==> src/rtl/hdmi_video_timing.sv <==
// Raster timing generator: free-running x/y counters with registered sync, display enable and
// line/frame strobes. Sync/active can be delayed to line up with a pipelined pixel path.
module hdmi_video_timing #(
  parameter int unsigned H_ACTIVE   = 640,
  parameter int unsigned H_FRONT    = 16,
  parameter int unsigned H_SYNC     = 96,
  parameter int unsigned H_BACK     = 48,
  parameter int unsigned V_ACTIVE   = 480,
  parameter int unsigned V_FRONT    = 10,
  parameter int unsigned V_SYNC     = 2,
  parameter int unsigned V_BACK     = 33,
  parameter bit          HSYNC_POL  = 1'b0,
  parameter bit          VSYNC_POL  = 1'b0,
  parameter int unsigned X_WIDTH    = 10,
  parameter int unsigned Y_WIDTH    = 10,
  parameter int unsigned SYNC_DELAY = 0
) (
  input  logic               clk_pixel,
  input  logic               resetn,
  output logic [X_WIDTH-1:0] x,
  output logic [Y_WIDTH-1:0] y,
  output logic               hsync,
  output logic               vsync,
  output logic               active,
  output logic               line_start,
  output logic               frame_start
);

  localparam int unsigned H_TOTAL  = H_ACTIVE + H_FRONT + H_SYNC + H_BACK;
  localparam int unsigned V_TOTAL  = V_ACTIVE + V_FRONT + V_SYNC + V_BACK;
  localparam int unsigned HS_START = H_ACTIVE + H_FRONT;
  localparam int unsigned HS_END   = HS_START + H_SYNC;
  localparam int unsigned VS_START = V_ACTIVE + V_FRONT;
  localparam int unsigned VS_END   = VS_START + V_SYNC;

  localparam logic [X_WIDTH-1:0] X_LAST = X_WIDTH'(H_TOTAL - 1);
  localparam logic [Y_WIDTH-1:0] Y_LAST = Y_WIDTH'(V_TOTAL - 1);

  // First synchroniser stage for reset release; the counter and flag registers, which only
  // load new values once run_q is high, form the second stage.
  logic run_q;

  always_ff @(posedge clk_pixel or negedge resetn) begin
    if (!resetn) begin
      run_q <= 1'b0;
    end else begin
      run_q <= 1'b1;
    end
  end

  logic [X_WIDTH-1:0] x_q, x_d;
  logic [Y_WIDTH-1:0] y_q, y_d;
  logic               x_wrap;
  logic               act_d, hs_d, vs_d, ls_d, fs_d;

  // Flags are decoded from the next-state counters so they line up with x/y when registered.
  always_comb begin
    x_wrap = (x_q == X_LAST);
    x_d    = x_q;
    y_d    = y_q;
    if (run_q) begin
      x_d = x_wrap ? '0 : x_q + 1'b1;
      if (x_wrap) begin
        y_d = (y_q == Y_LAST) ? '0 : y_q + 1'b1;
      end
    end
    act_d = (32'(x_d) < H_ACTIVE) && (32'(y_d) < V_ACTIVE);
    hs_d  = (32'(x_d) >= HS_START) && (32'(x_d) < HS_END);
    vs_d  = (32'(y_d) >= VS_START) && (32'(y_d) < VS_END);
    ls_d  = (x_d == '0);
    fs_d  = ls_d && (y_d == '0);
  end

  logic [2:0] flg_q;  // {vs, hs, act}, asserted-high
  logic       ls_q, fs_q;

  always_ff @(posedge clk_pixel or negedge resetn) begin
    if (!resetn) begin
      x_q   <= X_LAST;
      y_q   <= Y_LAST;
      flg_q <= '0;
      ls_q  <= 1'b0;
      fs_q  <= 1'b0;
    end else begin
      x_q   <= x_d;
      y_q   <= y_d;
      flg_q <= {vs_d, hs_d, act_d};
      ls_q  <= ls_d;
      fs_q  <= fs_d;
    end
  end

  logic [2:0] flg_out;

  if (SYNC_DELAY == 0) begin : g_nodly
    assign flg_out = flg_q;
  end else begin : g_dly
    logic [2:0] dly_q [SYNC_DELAY];

    always_ff @(posedge clk_pixel or negedge resetn) begin
      if (!resetn) begin
        for (int unsigned i = 0; i < SYNC_DELAY; i++) begin
          dly_q[i] <= '0;
        end
      end else begin
        dly_q[0] <= flg_q;
        for (int unsigned i = 1; i < SYNC_DELAY; i++) begin
          dly_q[i] <= dly_q[i-1];
        end
      end
    end

    assign flg_out = dly_q[SYNC_DELAY-1];
  end

  // Polarity is applied after the delay line so the stages only ever hold asserted-high flags.
  assign hsync       = flg_out[1] ? HSYNC_POL : ~HSYNC_POL;
  assign vsync       = flg_out[2] ? VSYNC_POL : ~VSYNC_POL;
  assign active      = flg_out[0];
  assign x           = x_q;
  assign y           = y_q;
  assign line_start  = ls_q;
  assign frame_start = fs_q;

endmodule

==> config.mk <==
export PLATFORM = sky130hd
export DESIGN_NAME = hdmi_video_timing
export DESIGN_NICKNAME = d
export VERILOG_FILES = /design/src/rtl/hdmi_video_timing.sv
export SDC_FILE = /design/constraint.sdc
export NUM_CORES = 1
export LEC_CHECK = 0
export BUFFER_PORTS_ARGS = -buffer_cell sky130_fd_sc_hd__buf_4
export CAP_MARGIN = 20
export CORE_MARGIN = 1.5
export CORE_UTILIZATION = 54
export DETAILED_ROUTE_END_ITERATION = 10
export PLACE_DENSITY = 0.81
export RECOVER_POWER = 50
export SLEW_MARGIN = 40
export SYNTH_ARGS = -nofsm -noshare
export SYNTH_HDL_FRONTEND = slang
export SYNTH_SLANG_ARGS = --single-unit
==> constraint.sdc <==
create_clock -name clk_pixel -period 2.7 [get_ports clk_pixel]
set_input_delay 0.27 -clock clk_pixel [delete_from_list [all_inputs] [get_ports clk_pixel]]
set_output_delay 0.27 -clock clk_pixel [all_outputs]
set_load 0.02 [all_outputs]
==> flow_summary.yaml <==
sta:
  worst-slew-pin-transition_ns: 1.33
  slew_viol_final: 0
  timing.final.ws_setup_ns: 0.150
  tightest_hold_margin_ns: 0.571
  achievable-frequency_ghz: 0.392
  finalHoldViolCount: 0
  worst_slew_margin_rel_pct: 11.5
  report.final.setup_viol: 0
  setup_repair_after_global_routing_missed_its_margin: "false"
  post-route-min-period_ns: 2.55
  fin_skew_ns: 0.00711
  finalSetupTns_ns: 0
  period_share_pct: 94.4
worst_hold_path:
  min_delay_path_depth: 1
  worst_min_path_class: "reg2reg"
clocking:
  clock-root-buffer: "sky130_fd_sc_hd__clkbuf_4"
  tritoncts: "done"
  cts.reportedPaths.clkPinSlew_ns: 0.14
  htree_levels: 1
  max-clock-path-buffers: 2
  clock_insertion_delay_worst_skew_ns: 0.32
  number_of_cts_inserted_buffers: 3
  clock_sinks: 26
  postCtsSetupBuffers: 0
pwr:
  power.static_leakage_nw: 0.745
  power.ir.vdd_worst_mv: 0.781
  cellPowerDensity_nw_per_um2: 683
  fin_total_pwr_mw: 1.13
worst_setup_path:
  worst-endpoint-required_ns: 2.97
  cp.arrival_ns: 2.82
  worst-path-buf-inv: 0
  worst_path_largest_cell_delay_ns: 0.61
  cells_on_worst_reg2reg_path: 7
  crit_path_max_fanout: 7
  logic_depth_of_the_worst_path_buffers_included: 7
  worst_setup_path_end_kind: "register"
  setup.reg_to_reg.worst_slack_ns: 0.15
  critical_path_cell_with_the_highest_stage_delay: "sky130_fd_sc_hd__dfstp_2"
  path_delay_family: "simple AND/OR/NAND/NOR gates"
  setup.worst_path.start_class: "register"
  crit_chain: "ha_1 -> and4_1 -> and4_2 -> o21ai_2 -> a21oi_2 -> or3b_1 -> and4b_1"
  timing.setup.critical_path_class: "reg2reg"
finish:
  stdcell_count: 195
  finish.net_count: 171
  insertedDiodeCount: 0
  final_core_utilization_pct: 66.9
  final_cell_area_um2: 1660
  layout-drive-gt1-share_pct: 26.1
  area_growth_pct: 16.2
global_routing:
  groute.layer.met3.usage_pct: 4.10
  grt_max_degree: 27
  grt_pass1_vias: 1056
  number_of_antenna_violations_at_the_first_check_in_global_routing: 0
  grt.total_usage_pct: 23.0
  gr-max-usage-layer: "met2"
  gr-usage-met1_pct: 30.2
  met2_usage_pct: 38.6
  gr-total-overflow: 0
  grt_first_pass_wirelength_mm: 4.84
detailed_routing:
  detail_route.wirelength_mm: 3.06
  drc: 0
  detailed_router_s_first_iteration_violation_count: 32
  postRouteAntennaNets: 0
  drt-pass1-iter-count: 6
  via_per_inst: 5.92
  routed_wire_length_per_instance_um: 15.7
  routed-via-count: 1154
die:
  initial_util_pct: 57.5
  floorplan.rows: 18
  placeableCoreArea_um2: 2480
  die_w_um: 54.4
  num_io_pins: 27
  die_area_um2: 2960
  die_height_um: 54.4
place:
  post-place-ws_ns: 0.172
  gpl.final_weighted_congestion: 0.892
  place.detailed.instances: 190
  placed_area_um2: 1640
  post-dp-hpwl_mm: 2.32
  place.port_buffers: 26
job:
  maxCapViolCount: 0
logic_synthesis:
  synth_top_cell_by_area: "sky130_fd_sc_hd__dfrtp_1"
  ys_seq_elements: 26
  synthTopCellsByArea: "sky130_fd_sc_hd__dfrtp_1 28%, sky130_fd_sc_hd__dfstp_2 18%, sky130_fd_sc_hd__nand3_1 4.2%"
  mappedNetlistArea_um2: 1430
  ys_types: 48
  synth_flop_cell: "sky130_fd_sc_hd__dfrtp_1"
  post_synthesis_async_set_or_reset_flop_share_pct: 100
  postSynthNetCount: 142
  syn_inst: 137
  synth_enable_flop_cells: 0
  synth_top_cell_area_share_pct: 28.1
  seq_area_frac_synth_pct: 46.5
  yosysWarningCount: 0
  post_synth.cell_area_avg_um2: 10.4
run_status:
  outcome: "complete, no violations"
==> logic make-up (layout without fill, tap and decap cells) <==
| family | count (synthesis) | count (layout) | synth area share (%) |
|---|---|---|---|
| buffers and inverters | 15 | 43 | 4.92 |
| AOI/OAI and AO/OA | 19 | 19 | 9.31 |
| other | 1 | 1 | 0.263 |
| DFF | 26 | 26 | 46.5 |
| adders and majority gates | 3 | 3 | 2.63 |
| and+or+nand+nor | 60 | 60 | 27.6 |
| xor gates and xnor gates | 11 | 11 | 7.29 |
| muxes | 2 | 2 | 1.49 |
==> synth_stat cells (all sizes together) (2+ instances only) <==
cell	number
buf	4
dfrtp	16
xor2	5
nor3	10
o21ai	5
nand4	4
and3	2
nor2	5
nor4	3
and4	6
dfstp	10
xnor2	6
ha	3
nand2	8
nand3	12
inv	11
a21oi	5
==> cell usage in the layout, fill, tap and decap left out, drive strengths merged, types with 2 or more instances in the layout <==
cell / instances
a21oi: 5
and3: 2
and4: 6
buf: 16
clkbuf: 15
dfrtp: 16
dfstp: 10
ha: 3
inv: 11
nand2: 8
nand3: 12
nand4: 4
nor2: 5
nor3: 10
nor4: 3
o21ai: 5
xnor2: 6
xor2: 5
==> power breakdown <==
| part | internal (mW) | total, mW | switching [mW] |
|---|---|---|---|
| Sequential | 0.474 | 0.567 | 0.0928 |
| Clock | 0.0826 | 0.198 | 0.115 |
| Combinational | 0.150 | 0.367 | 0.217 |
==> layout make-up <==
cell class                 count  area [um2]
sequential                    26         663
fill                         219         821
timing repair buffer          28         171
multi-input combinational     96         707
tap                           30        37.5
clock buffer                   4        36.3
inverter                      11        41.3
==> sequential cells by signal, indices dropped and copies added (netlist names) <==
name / flops
x: 10
y: 10
flg_out: 3
frame_start: 1
line_start: 1
run_q: 1
==> routing by layer <==
layer / part of all wire [%] / wire (um)
met1: 44 / 1340
met2: 49 / 1500
met4: 1.4 / 44
met5: 0 / 0
met3: 5.9 / 182
==> path summary, 6_finish.rpt <==
path | startpoint | endpoint
setup / recovery | x[0] | frame_start
max in group asynchronous | resetn | y[0]
hold / removal | x[2] | x[2]
hold reg to reg | x[2] | x[2]
min in group asynchronous | resetn | flg_out[0]
setup reg to reg | x[0] | frame_start
==> what timing repair did <==
action                                 4_1_cts  5_1_grt
hold buffers                                 1        0
setup endpoints to repair                    0        2
gates resized for setup                      0        3
endpoints found under the hold margin       16        0
(Power assumes the default switching activity.)
